**config.mk**
```make
export PLATFORM = sky130hd
export DESIGN_NAME = palette_port_arb
export DESIGN_NICKNAME = d
export VERILOG_FILES = /design/src/rtl/palette_arb_pkg.sv /design/src/rtl/palette_addr_fold.sv /design/src/rtl/palette_port_arb.sv
export SDC_FILE = /design/constraint.sdc
export NUM_CORES = 1
export LEC_CHECK = 0
export ABC_AREA = 1
export ABC_CLOCK_PERIOD_IN_PS = 1460
export BUFFER_PORTS_ARGS = -buffer_cell sky130_fd_sc_hd__buf_2
export CAP_MARGIN = 20
export CORE_MARGIN = 3
export CORE_UTILIZATION = 45
export DETAILED_ROUTE_END_ITERATION = 8
export GPL_ROUTABILITY_DRIVEN = 0
export PLACE_DENSITY = 0.8
export SYNTH_ARGS = -nofsm -noshare
export SYNTH_HDL_FRONTEND = slang
export SYNTH_SLANG_ARGS = --single-unit
```
**constraint.sdc**
```tcl
create_clock -name clk -period 1.46 [get_ports clk]
set_clock_uncertainty 0.1 [all_clocks]
set_input_delay 0.219 -clock clk [delete_from_list [all_inputs] [get_ports clk]]
set_output_delay 0.219 -clock clk [all_outputs]
set_load 0.01 [all_outputs]
```
**src/rtl/palette_arb_pkg.sv**
```systemverilog
// Shared types and sizes for the palette RAM arbiter: address/data widths,
// host FSM states and the per-slot pixel pipeline tag.
package palette_arb_pkg;

    localparam int PAL_AW = 5;
    localparam int PAL_DW = 8;

    typedef enum logic [1:0] {
        IDLE,
        PEND,
        RESP
    } host_state_t;

    // valid: a pixel request owned this slot; stolen: the host took it instead
    typedef struct packed {
        logic valid;
        logic stolen;
    } pix_tag_t;

endpackage

```
**src/rtl/palette_addr_fold.sv**
```systemverilog
// Combinational palette address fold on the issue path. With PALETTE_MIRROR_EN
// defined, the sprite backdrop entries 0x10/14/18/1C alias to 0x00/04/08/0C.
module palette_addr_fold
    import palette_arb_pkg::*;
(
    input  logic [PAL_AW-1:0] raw,
    output logic [PAL_AW-1:0] folded
);

`ifdef PALETTE_MIRROR_EN
    always_comb begin
        folded = raw;
        if (raw[4] && (raw[1:0] == 2'b00)) begin
            folded[4] = 1'b0;
        end
    end
`else
    assign folded = raw;
`endif

endmodule

```
**src/rtl/palette_port_arb.sv**
```systemverilog
// Single-port palette RAM arbiter: fixed-latency pixel lookups have priority,
// host accesses win after MAX_WAIT lost slots. Mirroring via PALETTE_MIRROR_EN.
module palette_port_arb
    import palette_arb_pkg::*;
#(
    parameter int MAX_WAIT = 64
) (
    input  logic              clk,
    input  logic              rst_n,
    input  logic              pix_req,
    input  logic [PAL_AW-1:0] pix_addr,
    output logic              pix_vld,
    output logic [PAL_DW-1:0] pix_data,
    output logic              pix_stall,
    input  logic              host_valid,
    output logic              host_ready,
    input  logic              host_we,
    input  logic [PAL_AW-1:0] host_addr,
    input  logic [PAL_DW-1:0] host_wdata,
    output logic              host_rvalid,
    output logic [PAL_DW-1:0] host_rdata,
    output logic [PAL_AW-1:0] mem_addr,
    output logic              mem_we,
    output logic [PAL_DW-1:0] mem_wdata,
    input  logic [PAL_DW-1:0] mem_rdata
);

    localparam int WCW = $clog2(MAX_WAIT + 1);
    localparam logic [WCW-1:0] WAIT_LIMIT = WCW'(MAX_WAIT);

    host_state_t       state;
    logic              hq_we;
    logic [PAL_AW-1:0] hq_addr;
    logic [PAL_DW-1:0] hq_wdata;
    logic [WCW-1:0]    wait_cnt;

    logic              host_issue;
    logic [PAL_AW-1:0] issue_raw;
    logic [PAL_AW-1:0] issue_addr;

    pix_tag_t          tag1, tag2;
    logic              hrd1, hrd2;

    // Host owns the slot when the pixel side is idle or its wait budget is spent
    assign host_issue = (state == PEND) && (!pix_req || (wait_cnt == WAIT_LIMIT));
    assign issue_raw  = host_issue ? hq_addr : pix_addr;

    palette_addr_fold u_fold (
        .raw    (issue_raw),
        .folded (issue_addr)
    );

    always_ff @(posedge clk or negedge rst_n) begin
        if (!rst_n) begin
            state      <= IDLE;
            host_ready <= 1'b1;
            hq_we      <= 1'b0;
            hq_addr    <= '0;
            hq_wdata   <= '0;
            wait_cnt   <= '0;
        end else begin
            case (state)
                IDLE: begin
                    if (host_valid) begin
                        hq_we      <= host_we;
                        hq_addr    <= host_addr;
                        hq_wdata   <= host_wdata;
                        wait_cnt   <= '0;
                        state      <= PEND;
                        host_ready <= 1'b0;
                    end
                end
                PEND: begin
                    if (host_issue) begin
                        if (hq_we) begin
                            state      <= IDLE;
                            host_ready <= 1'b1;
                        end else begin
                            state <= RESP;
                        end
                    end else if (wait_cnt != WAIT_LIMIT) begin
                        wait_cnt <= wait_cnt + WCW'(1);
                    end
                end
                RESP: begin
                    if (hrd2) begin
                        state      <= IDLE;
                        host_ready <= 1'b1;
                    end
                end
                default: begin
                    state      <= IDLE;
                    host_ready <= 1'b1;
                end
            endcase
        end
    end

    // RAM port registers plus the tag pipeline aligned with the one-cycle RAM read
    always_ff @(posedge clk or negedge rst_n) begin
        if (!rst_n) begin
            mem_addr    <= '0;
            mem_we      <= 1'b0;
            mem_wdata   <= '0;
            tag1        <= '0;
            tag2        <= '0;
            hrd1        <= 1'b0;
            hrd2        <= 1'b0;
            pix_vld     <= 1'b0;
            pix_stall   <= 1'b0;
            pix_data    <= '0;
            host_rvalid <= 1'b0;
            host_rdata  <= '0;
        end else begin
            mem_we <= 1'b0;
            if (host_issue) begin
                mem_addr  <= issue_addr;
                mem_we    <= hq_we;
                mem_wdata <= hq_wdata;
            end else if (pix_req) begin
                mem_addr <= issue_addr;
            end

            tag1.valid  <= pix_req;
            tag1.stolen <= pix_req && host_issue;
            tag2        <= tag1;
            hrd1        <= host_issue && !hq_we;
            hrd2        <= hrd1;

            pix_vld   <= tag2.valid;
            pix_stall <= tag2.valid && tag2.stolen;
            if (tag2.valid && !tag2.stolen) begin
                pix_data <= mem_rdata;
            end

            host_rvalid <= hrd2;
            if (hrd2) begin
                host_rdata <= mem_rdata;
            end
        end
    end

endmodule

```
==> results of run 1 <==
-- flip-flops by register name, summed over array words and instances, names as in the netlist, 2 cells and up --
| signal | cells |
|---|---|
| host_rdata | 8 |
| hq_addr | 5 |
| hq_wdata | 8 |
| mem_addr | 5 |
| mem_wdata | 8 |
| pix_data | 8 |
| state | 2 |
| tag1 | 2 |
| tag2 | 2 |
| wait_cnt | 7 |
-- layout make-up --
type,instances,area share
inverter,22,0.0236
clock buffer,12,0.0443
sequential,63,0.451
clock inverter,1,0.00858
timing repair buffer,85,0.156
tap,72,0.0257
multi-input combinational,135,0.291
-- Yosys cell counts --
cell type / count
a21boi_0: 5
a21oi_1: 5
buf_2: 3
buf_4: 2
buf_6: 4
clkinv_1: 1
dfrtp_1: 62
dfstp_2: 1
ha_1: 2
inv_1: 20
inv_2: 1
mux2_2: 20
mux2_4: 5
nand2_1: 33
nand2_2: 2
nand2_4: 1
nand3_1: 28
nand3_2: 3
nand4_1: 1
nor2_1: 12
nor2_4: 1
o21ai_0: 4
o21ai_1: 7
o21ai_2: 2
or3_4: 1
xnor2_1: 1
xor2_1: 2
-- cell families after synthesis --
kind of cell	count (synthesis)	synth area share
multiplexers	25	0.115
buffers and inverters	31	0.0603
flip-flops	63	0.604
AND/OR/NAND/NOR	82	0.150
adder cells (fa/ha/maj)	2	0.00957
AO/OA/AOI/OAI	23	0.0517
XOR/XNOR	3	0.0101
-- repair_timing --
action	in CTS	in global routing
pin swaps	1	4
endpoints found under the hold margin	63	0
buffers inserted	0	1
hold buffers	2	0
cloned	0	3
resized for setup	2	39
setup endpoints to repair	15	24
-- cells in the final DEF (no fill, tap or decap), types with 3 or more instances in the layout --
cell type  netlist  routed
clkbuf_8         0      11
buf_2            3      64
nand2_2          2       5
mux2_4           5       5
a21boi_0         5       5
inv_2            1       4
nand2_4          1      10
nand3_2          3       8
nor2_2           0       3
inv_1           20      17
dfrtp_1         62      62
nor2_1          12       8
nand3_1         28      23
buf_4            2      14
o21ai_1          7       9
mux2_2          20      20
a21oi_1          5       5
nand2_1         33      21
-- per-layer routing --
layer  vias up  global-route usage  part of all wire
met2        54               0.268              0.50
met5         -                   0                 0
met4         0              0.0515            0.0030
met1       922               0.188              0.44
met3         4              0.0510             0.061
li1        925                   -                 -
-- metrics by stage --
stage | power, mW | utilization | setup WS (ns)
2_1_floorplan | 1.91 | - | 0.0568
3_3_place_gp | 2.04 | 0.554 | 0.0324
3_5_place_dp | 2.04 | 0.554 | -0.0372
4_1_cts | 3.47 | 0.591 | -0.00950
5_1_grt | 3.60 | 0.628 | -0.162
6_report | 3.45 | 0.628 | -0.0729
-- critical path: cells and delay by family, from the launching register on --
kind	cells	cell delay, ns
buffers and inverters	3	0.30
and+or+nand+nor	5	0.46
adders and majority gates	1	0.13
DFF	1	0.39
AOI/OAI and AO/OA	1	0.05
-- path summary, 6_finish.rpt --
path / cells past startpoint / slack, ns / to / start
setup / recovery: 10 / -0.07 / mem_wdata[4]$_DFFE_PN0N_ / wait_cnt[1]$_DFFE_PN0P_
hold / removal: 2 / 0.02 / hq_wdata[3]$_DFFE_PN0P_ / host_wdata[3]
setup reg to reg: 10 / -0.07 / mem_wdata[4]$_DFFE_PN0N_ / wait_cnt[1]$_DFFE_PN0P_
hold reg to reg: 0 / 0.25 / tag2[1]$_DFF_PN0_ / tag1[1]$_DFF_PN0_
max in group asynchronous: 3 / 0.65 / host_ready$_DFFE_PN1P_ / rst_n
min in group asynchronous: 3 / 0.30 / pix_data[3]$_DFFE_PN0P_ / rst_n
-- power by group through the flow --
stage | Clock (mW) | Sequential [mW] | Combinational, mW
after global placement | 0 | 1.83 | 0.203
after CTS | 1.45 | 1.80 | 0.214
final | 1.43 | 1.80 | 0.221
after floorplan | 0 | 1.85 | 0.0540
after detailed placement | 0 | 1.83 | 0.209
after global routing | 1.54 | 1.81 | 0.249
==> flow_metrics.tcl, run 1 <==
set metrics [dict create \
    pwr-share-seq 0.522 \
    yosysWarnings 0 \
    synth.area.top_cells "dfrtp_1 (59%), mux2_2 (8.6%), nand3_1 (5.4%)" \
    p_clk_frac 0.413 \
    numPortBuffers 64 \
    finalSetupViolCount 14 \
    clock-sinks 63 \
    synth_top_area_cell "dfrtp_1" \
    start_kind "register" \
    period_needed_ns 1.53 \
    fillCellCount 426 \
    fin_tns_setup_ns -0.717 \
    clk_pin_slew_ns 0.06 \
    path_cells "inv_2 -> ha_4 -> inv_2 -> nor2_2 -> nand3_2 -> nand2_2 -> nand2_4 -> clkbuf_16 -> nand2_2 -> o21ai_2" \
    rsz0062_at_grt "true" \
    final_antenna_net_count 0 \
    worstPathArrival_ns 1.64 \
    fmax_ghz 0.652 \
    ys_seq_area_frac 0.604 \
    seqCellArea_um2 1580 \
    slowest_stage "dfrtp_1" \
    antenna_cells 0 \
    grt_pass1_vias 1761 \
    avgSynthCellArea_um2 11.4 \
    syn_area_um2 2610 \
    fin_crit_sh 1.05 \
    die_h_um 82.2 \
    htree_levels 3 \
    core_um2 5570 \
    syn_inst 229 \
    timing.final.hold_violations 0 \
    ys_seq_elements 63 \
    dr.first_iter.drc_count 79 \
    die_area_um2 6760 \
    instances_no_fill 390 \
    rows 27 \
    dp.cells 371 \
    clock_path_buffers 2 \
    violations "setup timing" \
    p_leak_nw 1.86 \
    cap_violations 0 \
    drcViolationCount 0 \
    antenna_found_initial 0 \
    tightest_slew_ns 0.385 \
    p_int_mw 2.74 \
    final_nets 349 \
    swShare 0.205 \
    min_path_type "input port to register" \
    multiInputGateArea_um2 1020 \
    grt_pass1_wl_um 8030 \
    hpwlAfterDp_um 3600 \
    criticalPathCategory "register to register" \
    slew_viol_final 0 \
    hold_ws_ns 0.0240 \
    wire_per_inst_um 13.6 \
    status "complete, but fails checks" \
    clock-root-buffer "clkbuf_8" \
    p_comb_frac 0.064 \
    grt_use_total 0.157 \
    wirelength_um 5320 \
    die_w_um 82.2 \
    placed_area_um2 3090 \
    gr-total-overflow 0 \
    vias_per_cell 4.88 \
    syn_nets 262 \
    fin_ws_ns -0.0729 \
    power_density_nw_per_um2 987 \
    ir_drop_mv 0.558 \
    drive_gt1_frac 0.497 \
    numCtsBuffers 9 \
    dr_total_vias 1905 \
    critical_path_required_ns 1.57 \
    synth.top_cell.area_share 0.594 \
    start_util 0.469 \
    first_pass_iters 4 \
    slowest_delay_ns 0.39 \
    clkLatencyLatePin_ns 0.32 \
    ys_types 27 \
    num_io_pins 65 \
    cts_tree "built" \
    p_switching_mw 0.709 \
    grt_max_degree 52 \
    syn2layout_area_growth_pct 33.9 \
    postLayoutCellArea_um2 3500 \
    end_kind "register" \
    path_max_fanout 5 \
    maxSlewHeadroom 0.743 \
]
Power figures use the tool's default switching activity.
==> run 2: changes to the inputs <==
--- a/config.mk
+++ b/config.mk
@@ -9,6 +9,7 @@
 export ABC_CLOCK_PERIOD_IN_PS = 1460
 export BUFFER_PORTS_ARGS = -buffer_cell sky130_fd_sc_hd__buf_2
 export CAP_MARGIN = 20
+export CORE_ASPECT_RATIO = 1.5
 export CORE_MARGIN = 3
 export CORE_UTILIZATION = 45
 export DETAILED_ROUTE_END_ITERATION = 8
@@ -16,4 +17,5 @@
 export PLACE_DENSITY = 0.8
 export SYNTH_ARGS = -nofsm -noshare
 export SYNTH_HDL_FRONTEND = slang
+export SYNTH_HIERARCHICAL = 1
 export SYNTH_SLANG_ARGS = --single-unit
==> flow_metrics.tcl, run 2 <==
set metrics [dict create \
    num_io_pins 65 \
    grt_use_total 0.164 \
    p_leak_nw 1.89 \
    yosysWarnings 6 \
    min_path_type "input port to register" \
    criticalPathCategory "register to register" \
    ys_seq_elements 63 \
    status "complete, but fails checks" \
    critical_path_required_ns 1.63 \
    die_area_um2 6900 \
    violations "setup timing" \
    die_h_um 100 \
    ys_seq_area_frac 0.592 \
    worst-path-buf-inv 3 \
    avgSynthCellArea_um2 11.2 \
    instances_no_fill 404 \
    path_max_fanout 8 \
    final_antenna_net_count 0 \
    drcViolationCount 0 \
    numCtsBuffers 9 \
    power_density_nw_per_um2 1000 \
    maxSlewHeadroom 0.710 \
    cts_tree "built" \
    gr-total-overflow 0 \
    antenna_cells 0 \
    timing.final.hold_violations 0 \
    clock-root-buffer "clkbuf_8" \
    dp.cells 370 \
    layout_common_cells "buf_2 (64), dfrtp_1 (62), nand2_1 (41)" \
    synth.top_cell.area_share 0.582 \
    period_needed_ns 1.51 \
    ir_drop_mv 0.600 \
    ys_async_sr_fraction 1.00 \
    rsz0062_at_grt "true" \
    path_cells "inv_2 -> ha_4 -> nand2_2 -> inv_2 -> nand3_4 -> nand2_4 -> buf_8 -> nand3_1 -> nand2_1 -> nand2_1 -> nand2_1" \
    syn_nets 271 \
    hp-start "host_addr[4]" \
    die_w_um 68.9 \
    core_um2 5620 \
    rows 33 \
    grt_pass1_wl_um 8290 \
    htree_levels 3 \
    power.total_mw 3.58 \
    hpwlAfterDp_um 3600 \
    first_pass_iters 4 \
    slowest_delay_ns 0.39 \
    wirelength_um 5660 \
    synth-main-ff-cell "dfrtp_1" \
    cap_violations 0 \
    synth_most_common_cell "dfrtp_1" \
    synth_top_area_cell "dfrtp_1" \
    r2r-start "wait_cnt[1]$_DFFE_PN0P_" \
    finalSetupViolCount 12 \
    dr.first_iter.drc_count 50 \
    slew_viol_final 0 \
    worstPathArrival_ns 1.68 \
    final_nets 362 \
    end_kind "register" \
    clock-sinks 63 \
    start_kind "register" \
    start_util 0.475 \
    synth_common_cells "dfrtp_1 (62), nand2_1 (49), nand3_1 (26)" \
    clk_pin_slew_ns 0.07 \
    fin_ws_ns -0.0493 \
    clkLatencyLatePin_ns 0.33 \
    final_common_cell "buf_2" \
    syn_inst 238 \
    crit_start "wait_cnt[1]$_DFFE_PN0P_" \
    drive_gt1_frac 0.494 \
    syn2layout_area_growth_pct 34.1 \
    grt_max_degree 64 \
    fmax_ghz 0.663 \
    numPortBuffers 64 \
    wire_per_inst_um 14.0 \
    path_delay_family "simple AND/OR/NAND/NOR gates" \
    ys_types 27 \
    syn_area_um2 2670 \
    dr_total_vias 2003 \
    antenna_found_initial 0 \
    tightest_slew_ns 0.435 \
    slowest_stage "dfrtp_1" \
    clock_path_buffers 2 \
    cp_common_cell "nand2_1" \
    synth.area.top_cells "dfrtp_1 (58%), mux2_2 (8.9%), nand2_1 (6.9%)" \
    synth_edf_count 0 \
    fin_crit_sh 1.03 \
    vias_per_cell 4.96 \
    grt_pass1_vias 1849 \
]
==> run 2: power breakdown <==
part	switching, mW	internal, mW
Combinational	0.122	0.111
Clock	0.617	0.923
Sequential	0.0180	1.78
==> run 2: final timing paths <==
kind	endpoint	slack, ns	cells after the start
min in group asynchronous	hq_wdata[4]$_DFFE_PN0P_	0.31	3
max	mem_addr[3]$_DFFE_PN0P_	-0.05	11
max reg2reg	mem_addr[3]$_DFFE_PN0P_	-0.05	11
max in group asynchronous	host_ready$_DFFE_PN1P_	0.64	3
min reg2reg	hrd2$_DFF_PN0_	0.24	0
min	hq_addr[4]$_DFFE_PN0P_	0.02	2
==> run 2: final cells by class <==
cell class / count / area, um2
Fill cell: 443 / 2040
Sequential cell: 63 / 1580
Multi-Input combinational cell: 144 / 1050
Timing Repair Buffer: 90 / 573
Clock buffer: 13 / 169
Tap cell: 70 / 87.6
Inverter: 21 / 78.8
Clock inverter: 3 / 40.0
==> run 2: cells by family after synthesis <==
family          count (synthesis)  share of synthesized area
compound gates                 15                     0.0352
mux                            25                      0.111
simple gates                   97                      0.173
fa+ha+maj                       2                    0.00938
buf+inv                        33                     0.0699
flops                          63                      0.592
xor+xnor                        3                    0.00986
==> run 2: what timing repair did <==
action / in CTS / in global routing
hold buffers: 4 / 3
gates cloned: 0 / 2
setup buffers: 0 / 9
pin swaps: 0 / 12
setup endpoints to repair: 9 / 23
endpoints found under the hold margin: 65 / 3
gates resized for setup: 3 / 34
==> run 2: stage by stage <==
| stage | area (um2) | util | hold slack [ns] | TNS, ns | setup WS, ns |
|---|---|---|---|---|---|
| 6_report | 3580 | 0.637 | 0.0184 | -0.261 | -0.0493 |
| 5_1_grt | 3580 | 0.637 | 0.00166 | -1.09 | -0.126 |
| 4_1_cts | 3320 | 0.590 | 0.000204 | -0.0860 | -0.0198 |
| 3_5_place_dp | 3050 | 0.544 | 0.153 | -0.259 | -0.0495 |
| 3_3_place_gp | 3050 | 0.544 | 0.147 | -0.0720 | -0.0176 |
| 2_1_floorplan | 2670 | - | -0.177 | -0.637 | -0.127 |
==> run 2: worst register-to-register path: cells and delay by family, from the launching register on <==
family        cells  cell delay, ns
flops             1            0.39
buf+inv           3            0.30
simple gates      7            0.53
fa+ha+maj         1            0.14
==> run 2: per-layer routing <==
metal | wire length [um] | global-route usage
met2 | 3070 | 0.276
met5 | 0 | 0
met1 | 2280 | 0.175
met3 | 242 | 0.0549
met4 | 72 | 0.0901
